<file path="src/rtl/demux_striping_n_pkg.sv">
// Shared constants and lane-index sizing for the byte-striping demultiplexer.
package demux_strp_pkg;

  localparam int MAX_LANES  = 8;
  localparam int DEF_DATA_W = 32;

  // A lane index is always at least one bit wide, even for two lanes.
  function automatic int lane_idx_w(input int lanes);
    return (lanes > 2) ? $clog2(lanes) : 1;
  endfunction

endpackage

</file>
<file path="src/rtl/demux_striping_n_if.sv">
// Recirculator-to-lane bus of the striping demultiplexer.
// Handshake: no ready; valid_recirculador qualifies the word in that cycle, one word accepted per cycle.
interface demux_striping_n_if
  import demux_strp_pkg::*;
#(
  parameter int DATA_W = DEF_DATA_W,
  parameter int LANES  = 2
);
  localparam int LANE_IDX_W = lane_idx_w(LANES);

  logic [DATA_W-1:0]       data_recirculador_active;
  logic                    valid_recirculador;
  logic                    align;
  logic [LANES*DATA_W-1:0] data_demux_strp;
  logic [LANES-1:0]        valid_demux_strp;
  logic [LANE_IDX_W-1:0]   lane_ptr;
  logic                    round_done;

  modport master (
    output data_recirculador_active, valid_recirculador, align,
    input  data_demux_strp, valid_demux_strp, lane_ptr, round_done
  );

  modport slave (
    input  data_recirculador_active, valid_recirculador, align,
    output data_demux_strp, valid_demux_strp, lane_ptr, round_done
  );

endinterface

</file>
<file path="src/rtl/demux_striping_n_lane_ptr.sv">
// Round-robin lane pointer: counts down from LANES-1 to 0 and wraps, with align load.
module strp_lane_ptr
  import demux_strp_pkg::*;
#(
  parameter int LANES = 2,
  parameter int IDX_W = lane_idx_w(LANES)
) (
  input  logic             clk_i,
  input  logic             rst_ni,
  input  logic             align_i,
  input  logic             adv_en_i,
  output logic [IDX_W-1:0] target_o,
  output logic [IDX_W-1:0] ptr_o
);

  localparam logic [IDX_W-1:0] TOP_LANE = IDX_W'(LANES - 1);

  logic [IDX_W-1:0] ptr_q, ptr_d, target, dec;

  always_comb begin
    target = align_i ? TOP_LANE : ptr_q;
    // Explicit wrap keeps the encoding within 0..LANES-1 for non-power-of-two counts.
    dec    = (target == '0) ? TOP_LANE : target - IDX_W'(1);
    ptr_d  = adv_en_i ? dec : ptr_q;
  end

  always_ff @(posedge clk_i or negedge rst_ni) begin
    if (!rst_ni) ptr_q <= TOP_LANE;
    else         ptr_q <= ptr_d;
  end

  assign target_o = target;
  assign ptr_o    = ptr_q;

endmodule

</file>
<file path="src/rtl/demux_striping_n.sv">
// Byte-striping demultiplexer: valid words go round-robin to LANES lanes, highest lane first.
// Optional: DEMUX_STRP_HOLD_ON_IDLE_EN keeps the pointer still on idle cycles.
module demux_striping_n
  import demux_strp_pkg::*;
#(
  parameter int DATA_W = DEF_DATA_W,
  parameter int LANES  = 2
) (
  input  logic               clk_2f,
  input  logic               reset,
  demux_striping_n_if.slave  bus
);

  localparam int IDX_W = lane_idx_w(LANES);

  logic [IDX_W-1:0] target;
  logic [IDX_W-1:0] ptr_q;
  logic             adv_en;
  logic             round_done_q, round_done_d;

`ifdef DEMUX_STRP_HOLD_ON_IDLE_EN
  // Gapped streams stay lane-aligned; align still forces a move.
  assign adv_en = bus.valid_recirculador | bus.align;
`else
  assign adv_en = 1'b1;
`endif

  strp_lane_ptr #(.LANES(LANES), .IDX_W(IDX_W)) u_ptr (
    .clk_i    (clk_2f),
    .rst_ni   (reset),
    .align_i  (bus.align),
    .adv_en_i (adv_en),
    .target_o (target),
    .ptr_o    (ptr_q)
  );

  for (genvar k = 0; k < LANES; k++) begin : g_lane
    logic [DATA_W-1:0] data_q, data_d;
    logic              valid_q, valid_d;

    always_comb begin
      data_d  = data_q;
      valid_d = valid_q;
      if (target == IDX_W'(k)) begin
        valid_d = bus.valid_recirculador;
        if (bus.valid_recirculador) data_d = bus.data_recirculador_active;
      end
    end

    always_ff @(posedge clk_2f or negedge reset) begin
      if (!reset) begin
        data_q  <= '0;
        valid_q <= 1'b0;
      end else begin
        data_q  <= data_d;
        valid_q <= valid_d;
      end
    end

    assign bus.data_demux_strp[k*DATA_W +: DATA_W] = data_q;
    assign bus.valid_demux_strp[k]                 = valid_q;
  end

  assign round_done_d = bus.valid_recirculador && (target == '0);

  always_ff @(posedge clk_2f or negedge reset) begin
    if (!reset) round_done_q <= 1'b0;
    else        round_done_q <= round_done_d;
  end

  assign bus.round_done = round_done_q;
  assign bus.lane_ptr   = ptr_q;

endmodule
</file>
<file path="src/flat_wrapper.sv">
// flat-port wrapper written by rule: the top's interface ports become plain ports
module demux_striping_n_flat import demux_strp_pkg::*;
#(
  parameter int DATA_W = DEF_DATA_W,
  parameter int LANES  = 2
)
  (clk_2f, reset, bus_data_recirculador_active, bus_valid_recirculador, bus_align, bus_data_demux_strp, bus_valid_demux_strp, bus_lane_ptr, bus_round_done);
  demux_striping_n_if #(.DATA_W(DATA_W), .LANES(LANES)) bus_i ();
  input  logic clk_2f;
  input  logic reset;
  input wire logic [$bits(bus_i.data_recirculador_active)-1:0] bus_data_recirculador_active;
  input wire logic [$bits(bus_i.valid_recirculador)-1:0] bus_valid_recirculador;
  input wire logic [$bits(bus_i.align)-1:0] bus_align;
  output wire logic [$bits(bus_i.data_demux_strp)-1:0] bus_data_demux_strp;
  output wire logic [$bits(bus_i.valid_demux_strp)-1:0] bus_valid_demux_strp;
  output wire logic [$bits(bus_i.lane_ptr)-1:0] bus_lane_ptr;
  output wire logic [$bits(bus_i.round_done)-1:0] bus_round_done;
  assign bus_i.data_recirculador_active = bus_data_recirculador_active;
  assign bus_i.valid_recirculador = bus_valid_recirculador;
  assign bus_i.align = bus_align;
  assign bus_data_demux_strp = bus_i.data_demux_strp;
  assign bus_valid_demux_strp = bus_i.valid_demux_strp;
  assign bus_lane_ptr = bus_i.lane_ptr;
  assign bus_round_done = bus_i.round_done;
  demux_striping_n #(.DATA_W(DATA_W), .LANES(LANES)) u_core (.clk_2f(clk_2f), .reset(reset), .bus(bus_i));
endmodule
</file>
<file path="config.mk">
export PLATFORM = sky130hd
export DESIGN_NAME = demux_striping_n_flat
export DESIGN_NICKNAME = d
export VERILOG_FILES = /design/src/rtl/demux_striping_n_pkg.sv /design/src/rtl/demux_striping_n_if.sv /design/src/rtl/demux_striping_n_lane_ptr.sv /design/src/rtl/demux_striping_n.sv /design/src/flat_wrapper.sv
export SDC_FILE = /design/constraint.sdc
export NUM_CORES = 1
export LEC_CHECK = 0
export CAP_MARGIN = 20
export CORE_MARGIN = 4
export CORE_UTILIZATION = 46
export DETAILED_ROUTE_END_ITERATION = 10
export PLACE_DENSITY = 0.85
export RECOVER_POWER = 25
export SKIP_LAST_GASP = 1
export SLEW_MARGIN = 30
export SYNTH_ARGS = -nofsm -noshare
export SYNTH_HDL_FRONTEND = slang
export SYNTH_SLANG_ARGS = --single-unit
</file>
<file path="constraint.sdc">
create_clock -name clk_2f -period 2.1 [get_ports clk_2f]
set_input_delay 0.42 -clock clk_2f [delete_from_list [all_inputs] [get_ports clk_2f]]
set_output_delay 0.42 -clock clk_2f [all_outputs]
set_load 0.02 [all_outputs]
</file>
==> run_results.csv <==
group,metric,value,unit
routing,drt-total-wl,5690,um
sta,slew_headroom,5.93,%
final_layout,design_area,0.00387,mm^2
worst_hold_path,hold_class,"in2async",
synth,synthFlopType,"dfrtp_1",
critical_path,cp_cell_sequence,"clkdlybuf4s50_1",
synth,ys_ff_latch,68,
die,rows,26,
routing,num_vias,1582,
final_layout,final_net_count,293,
die,die_area,0.00679,mm^2
global_routing,grt_overflow,0,
sta,finalSetupTns,0,ns
critical_path,worstSetupPathType,"reg2out",
synth,syn_nets,182,
clock_network,cts_max_level,3,
sta,setup_violations,0,
sta,period_needed,1.99,ns
routing,ant_nets,0,
synth,synth_top_area_share,65.8,%
routing,post_drt_wl_per_cell,17.1,um
clock_network,post_cts_buffers,0,
placement,postPlaceCellArea,0.00366,mm^2
power_and_ir_drop,power_density,1010,mW/mm^2
global_routing,antenna_found_initial,0,
outcome,status,"completed",
critical_path,critPathRequiredTime,1.68,ns
routing,post-route-drc-count,0,
synth,synth-edff-count,0,
final_layout,n_antenna_cell,0,
sta,finalCritPeriodShare,94.6,%
power_and_ir_drop,p_leak,1.61,nW
synth,synth.most_common_cell,"dfrtp_1",
final_layout,drive_gt1_share,33.2,%
synth,synthArstFlopShare,100,%
clock_network,clockBufferDepth,2,
routing,drt-initial-drc-count,63,
die,die_w,82.4,um
critical_path,slowest_stage,"clkdlybuf4s50_1",
sta,tightest_slew,1.41,ns
critical_path,worst-r2r-setup-slack,0.74,ns
run,cap_violations,0,
synth,synth_common_cells,"67 x dfrtp_1, 62 x mux2_2, 5 x buf_4, 3 x buf_6, 2 x mux2_1",
clock_network,cts_resized,0,
synth,yosys_warnings,0,
die,core-area,0.00524,mm^2
clock_network,clockRootBuffer,"clkbuf_8",
sta,hold_viol,0,
clock_network,cts.sinks,68,
sta,timing.fmax,503,MHz
global_routing,grtUsageTotal,18.6,%
critical_path,path_buf_inv,1,
placement,hpwlAfterDp,4120,um
placement,place_congestion,0.723,
clock_network,cts_tree,"yes",
clock_network,clk_pin_slew,0.07,ns
final_layout,areaGrowthSynthToFinish,52.1,%
synth,synth_area_leaders,"dfrtp_1 66%, mux2_2 27%, buf_4 1.5%",
global_routing,grt_pass1_vias,1775,
critical_path,max_stage_delay,0.63,ns
die,start_util,48.6,%
clock_network,cts_hold_buf,0,
critical_path,cp-end-kind,"output port",
die,die_h,82.4,um
routing,vias_per_cell,4.77,
power_and_ir_drop,max-vdd-ir-drop,0.609,mV
synth,syn_area,0.00255,mm^2
final_layout,postLayoutCoreUtil,74.0,%
sta,skew,0.00465,ns
sta,rsz0062_at_grt,"false",
synth,synthCells,146,
critical_path,worst_r2r_path_depth,3,
synth,ys_seq_area_share,66.8,%
critical_path,cpLargestDelayFamily,"buffers and inverters",
sta,drv_slew,0,
critical_path,startpoint_type,"flip-flop",
synth,synth_top_cell_by_area,"dfrtp_1",
clock_network,clk_latency,0.33,ns
die,boundaryPins,104,
routing,firstDrtPassIters,2,
critical_path,reg2reg_from,"u_core.u_ptr.ptr_o",
synth,synth_cell_types,12,
global_routing,grt_first_pass_wirelength,9010,um
global_routing,grt_max_degree,42,
placement,port_buffers,103,
critical_path,critical_path.max_fanout,5,
clock_network,cts_buffers,9,
critical_path,crit_arrival,1.57,ns
critical_path,rr_endpoint,"u_core.g_lane[0].data_q[12]",
synth,postSynthAreaPerCell,17.4,um^2
[power breakdown]
| part | total, mW | switching [mW] | internal (mW) |
|---|---|---|---|
| combinational | 1.11 | 0.507 | 0.606 |
| clock | 1.14 | 0.459 | 0.676 |
| sequential | 1.65 | 0.117 | 1.53 |
[flip-flops by register name, summed over array words and instances (netlist names)]
signal,cells
u_core.u_ptr.ptr_o,1
u_core.g_lane.valid_q,2
u_core.bus.round_done,1
u_core.g_lane.data_q,64
[placed cells by master (no fill, tap or decap), types with 2 or more instances in the layout]
| master | count |
|---|---|
| buf_12 | 2 |
| dfrtp_1 | 67 |
| mux2_2 | 62 |
| clkbuf_8 | 13 |
| clkdlybuf4s50_1 | 102 |
| mux2_1 | 2 |
[worst max-delay path by stage]
| stage | from | to | slack, ns | cells after the start |
|---|---|---|---|---|
| global route | u_core.u_ptr.ptr_o | bus_lane_ptr | 0.06 | 1 |
| finish | u_core.u_ptr.ptr_o | bus_lane_ptr | 0.11 | 1 |
| detailed placement | bus_align | u_core.g_lane[0].data_q[12] | 0.11 | 4 |
| CTS | u_core.u_ptr.ptr_o | bus_lane_ptr | 0.09 | 1 |
| global placement | bus_align | u_core.g_lane[0].data_q[9] | 0.16 | 4 |
| floorplan | bus_align | u_core.g_lane[0].data_q[10] | 0.70 | 3 |
[cell families after synthesis]
kind of cell	count (synthesis)	synth area share (%)
buf+inv	8	2.80
compound gates	3	0.933
mux	64	28.3
flops	68	66.8
simple gates	3	1.13
[layer usage]
| metal | global-route usage (%) | vias to the layer above | share of wire, % |
|---|---|---|---|
| li1 | - | 734 | - |
| met1 | 21.1 | 794 | 39 |
| met2 | 32.7 | 47 | 55 |
| met3 | 4.01 | 7 | 4.3 |
| met4 | 9.97 | 0 | 1.7 |
| met5 | 0 | - | 0 |
[area by class of cell]
class | count | area (um^2)
Fill cell | 347 | 1360
Multi-Input combinational cell | 70 | 781
Timing Repair Buffer | 108 | 1080
Sequential cell | 68 | 1700
Clock buffer | 13 | 179
Clock inverter | 3 | 42.5
Tap cell | 70 | 87.6
[metrics by stage]
| stage | hold WS, ns | power [mW] | std cells | setup slack, ns |
|---|---|---|---|---|
| 6_report | 0.345 | 3.89 | 332 | 0.113 |
| 5_1_grt | 0.415 | 4.08 | 332 | 0.0570 |
| 3_3_place_gp | 0.448 | 2.77 | 316 | 0.162 |
| 4_1_cts | 0.0915 | 3.94 | 332 | 0.0877 |
| 3_5_place_dp | 0.456 | 2.80 | 316 | 0.115 |
| 2_1_floorplan | 0.124 | 2.18 | 146 | 0.702 |
(Power assumes the default switching activity.)
==> variant 1, RTL diff (same settings) <==
Change the package constant `DEF_DATA_W` from 32 to 16.
--- a/src/rtl/demux_striping_n_pkg.sv
+++ b/src/rtl/demux_striping_n_pkg.sv
@@ -3,5 +3,5 @@
 
   localparam int MAX_LANES  = 8;
-  localparam int DEF_DATA_W = 32;
+  localparam int DEF_DATA_W = 16;
 
   // A lane index is always at least one bit wide, even for two lanes.
Interface: changed (resized bus_data_demux_strp and bus_data_recirculador_active); port bits go from 104 to 56. No check against the original RTL was run, so the function may have changed too.
==> variant 1 against the original RTL <==
  * Combinational power shrank 46%
  * Hold slack gained 0.17 ns
  * Synthesized area shrank 45%
  * Setup slack lost 0.020 ns
  * Register-to-register slack gained 0.04 ns
  * Sequential power shrank 47%
  * First-iteration DRC count shrank 60%
  * Sequential cell count shrank 32
  * Wire length shrank 49%
  * Global-route usage shrank 2.2 points
  * Cell area shrank 47%
  * Power shrank 53%
  * Count of clock-buffer cells in the layout shrank 5
  * Critical path type unchanged
  * Critical endpoint unchanged
  * Largest cell class unchanged
==> variant 1: results <==
export IMPL_nets=159
export IMPL_drive_gt1_share_pct=32.14
export IMPL_p_leak_nw=0.8665
export IMPL_ys_types=13
export IMPL_status="completed"
export IMPL_ir_drop_mv=0.6100
export IMPL_grt_max_degree=37
export IMPL_grt_usage_pct=16.43
export IMPL_antenna_cells=0
export IMPL_cp_arrival_ns=1.59
export IMPL_hp_class="reg2reg"
export IMPL_place_gp_congestion=0.6754
export IMPL_grt_pass1_wl_um=4885
export IMPL_synth_compound_area_share_pct=2.228
export IMPL_syn_nets=99
export IMPL_ys_top_cells_by_count="dfrtp_1 (35), mux2_2 (24), mux2_4 (8)"
export IMPL_place_ws_ns=0.1869
export IMPL_vias_per_cell=5.064
export IMPL_numPortBuffers=55
export IMPL_seq_area_frac_synth_pct=64.26
export IMPL_wl_met3_um=156
export IMPL_clk_pin_slew_ns=0.10
export IMPL_fillCellCount=207
export IMPL_reg_top3="u_core.g_lane.data_q: 32 flops, u_core.g_lane.valid_q: 2 flops"
export IMPL_wirelength_met1_um=1113
export IMPL_htreeDepth=2
export IMPL_dr_wl_met2_um=1562
export IMPL_first_pass_iters=4
export IMPL_wl_per_cell_um=16.96
export IMPL_numCtsBuffers=5
export IMPL_skew_ns=0.004151
export IMPL_synth_mux_area_share_pct=27.81
export IMPL_ys_top_cells_by_area="dfrtp_1 (62%), mux2_2 (19%), mux2_4 (8.6%), dfstp_2 (1.9%), buf_6 (1.6%)"
export IMPL_drt_iter0_drc=25
export IMPL_dp_hpwl_um=2182
==> variant 1: final timing paths <==
path                            cells after the start                                      end  slack, ns
worst max-delay path                                1                             bus_lane_ptr       0.09
worst min-delay path                                1   u_core.g_lane[1].data_q[9]$_DFFE_PN0P_       0.51
worst max register to register                      3   u_core.g_lane[0].data_q[3]$_DFFE_PN0P_       0.78
worst min register to register                      1   u_core.g_lane[1].data_q[9]$_DFFE_PN0P_       0.51
max in group asynchronous                           2   u_core.g_lane[0].data_q[5]$_DFFE_PN0P_       0.85
min in group asynchronous                           2  u_core.g_lane[1].data_q[12]$_DFFE_PN0P_       0.72
==> variant 1: metal layers <==
layer	track usage (%)	up-vias
li1	-	397
met4	9.164	0
met5	0	-
met3	5.151	5
met1	17.60	432
met2	28.59	32
==> variant 1: cell type report <==
class	count	area (um^2)	share of cell area, %
clock buffers	8	58.81	2.875
multi-input cells	38	450.4	22.02
well taps	31	38.79	1.896
repair buffers	58	595.6	29.11
flip-flops and latches	36	902.1	44.10
==> variant 1: cells by family (layout without fill, tap and decap cells) <==
group / Yosys count / count (layout)
AND/OR/NAND/NOR: 3 / 3
buffers and inverters: 5 / 66
flip-flops: 36 / 36
multiplexers: 32 / 32
AO/OA/AOI/OAI: 3 / 3
==> variant 1: stage by stage <==
stage / area (um^2) / instances
floorplan: 1404 / 79
global placement: 1989 / 163
detailed placement: 1989 / 163
CTS: 2048 / 171
global route: 2046 / 171
finish: 2046 / 171
==> variant 1: power breakdown <==
group / total (mW) / internal (mW) / switching [mW]
combinational: 0.598 / 0.336 / 0.262
sequential: 0.869 / 0.806 / 0.0626
clock: 0.368 / 0.165 / 0.202
==> variant 2, RTL diff (config.mk and constraints unchanged) <==
Without the edit above. Reset style: synchronous (`reset` and `rst_ni`), changed in 3 clocked blocks.
--- a/src/rtl/demux_striping_n_lane_ptr.sv
+++ b/src/rtl/demux_striping_n_lane_ptr.sv
@@ -25,5 +25,5 @@
   end
 
-  always_ff @(posedge clk_i or negedge rst_ni) begin
+  always_ff @(posedge clk_i) begin
     if (!rst_ni) ptr_q <= TOP_LANE;
     else         ptr_q <= ptr_d;
--- a/src/rtl/demux_striping_n.sv
+++ b/src/rtl/demux_striping_n.sv
@@ -48,5 +48,5 @@
     end
 
-    always_ff @(posedge clk_2f or negedge reset) begin
+    always_ff @(posedge clk_2f) begin
       if (!reset) begin
         data_q  <= '0;
@@ -64,5 +64,5 @@
   assign round_done_d = bus.valid_recirculador && (target == '0);
 
-  always_ff @(posedge clk_2f or negedge reset) begin
+  always_ff @(posedge clk_2f) begin
     if (!reset) round_done_q <= 1'b0;
     else        round_done_q <= round_done_d;
Behaviour: differs if reset is asserted again (counterexample within 4 cycles, from zero or initial values and one cycle with reset low); with reset held inactive, the same outputs for 10 cycles.
==> variant 2 against the original RTL <==
  * Synthesized area rose by 2.2%
  * Cell area is 2.3% lower
  * Setup slack better by 0.064 ns
  * Count of clock-buffer cells in the layout is 2 lower
  * Critical path type unchanged
  * Fmax up 3.3%
  * Wire length is 2.3% higher
  * Register-to-register slack got worse by 0.12 ns
  * Non-clock buffer count is 2 lower
  * Sequential cell count unchanged
  * Hold slack better by 0.11 ns
Power is not compared: it rests on default switching activity, and its combinational part moved more than twofold at a synthesized area within 25%.
==> variant 2: results <==
export IMPL_synthArstFlopShare_pct=0
export IMPL_cp_arrival_ns=1.50
export IMPL_seq_area_frac_synth_pct=52.28
export IMPL_tightest_slew_ns=0.6239
export IMPL_critPathMaxFanout=7
export IMPL_drt_iter0_drc=96
export IMPL_drt_total_wl_um=5825
export IMPL_status="completed"
export IMPL_timing_rr_end="u_core.g_lane[0].data_q[2]$_SDFFE_PN0P_"
export IMPL_ys_top_cells_by_count="nand2_1 (97), dfxtp_1 (68), mux2i_1 (64)"
export IMPL_skew_ns=0.007265
export IMPL_rrSetupSlack_ns=0.62
export IMPL_ys_types=15
export IMPL_cpPeakStageDelay_ns=0.67
export IMPL_place_gp_congestion=0.7224
export IMPL_dp_hpwl_um=3928
export IMPL_ys_top_cells_by_area="dfxtp_1 (52%), mux2i_1 (25%), nand2_1 (14%), buf_12 (2.3%), buf_6 (1.7%)"
export IMPL_vias=2036
export IMPL_synth_top_family_by_area="multiplexers"
export IMPL_grt_pass1_wl_um=9349
export IMPL_synth_compound_area_share_pct=1.682
export IMPL_wl_per_cell_um=13.55
export IMPL_numPlacedInstances=415
export IMPL_syn_inst=257
export IMPL_postPlaceCellArea_um2=3618
export IMPL_synth_mux_area_share_pct=24.60
export IMPL_syn_nets=293
export IMPL_fillCellCount=427
export IMPL_crit_start="u_core.u_ptr.ptr_o$_SDFF_PN1_"
## variant 2: final cells by class
class,count,share of cell area (%)
clock inverter,4,1.322
multi-input combinational,169,28.56
sequential,68,35.97
timing repair buffer,106,28.03
tap,72,2.380
clock buffer,11,3.736
## variant 2: metrics by stage
stage,hold WS [ns],setup WS [ns],utilization [%]
global placement,0.4422,0.3019,65.71
detailed placement,0.4480,0.2285,65.71
global route,0.4780,0.1144,68.73
finish,0.4597,0.1762,68.73
floorplan,0.4966,0.8919,-
CTS,0.4621,0.1614,69.19
## variant 2: logic make-up (layout without fill, tap and decap cells)
family,Yosys count,after routing
and+or+nand+nor,100,100
DFF,68,68
muxes,64,64
buffers and inverters,20,121
AOI/OAI and AO/OA,5,5
## variant 2: worst min path at each step
stage / to / slack, ns / cells past startpoint
detailed placement: u_core.g_lane[0].data_q[7]$_SDFFE_PN0P_ / 0.45 / 2
global route: u_core.g_lane[0].data_q[16]$_SDFFE_PN0P_ / 0.48 / 2
global placement: u_core.g_lane[0].data_q[23]$_SDFFE_PN0P_ / 0.44 / 2
CTS: u_core.g_lane[0].data_q[19]$_SDFFE_PN0P_ / 0.46 / 2
floorplan: u_core.bus.round_done$_SDFF_PN0_ / 0.50 / 1
finish: u_core.g_lane[0].data_q[19]$_SDFFE_PN0P_ / 0.46 / 2
## variant 2: layer usage
| layer | routed length (um) | share of wire (%) | vias up | global-route usage [%] |
|---|---|---|---|---|
| met5 | 0 | 0 | - | 0 |
| met1 | 2625 | 45 | 929 | 19.44 |
| li1 | - | - | 1030 | - |
| met3 | 484 | 8.3 | 7 | 6.647 |
| met2 | 2626 | 45 | 70 | 26.97 |
| met4 | 88 | 1.5 | 0 | 8.024 |
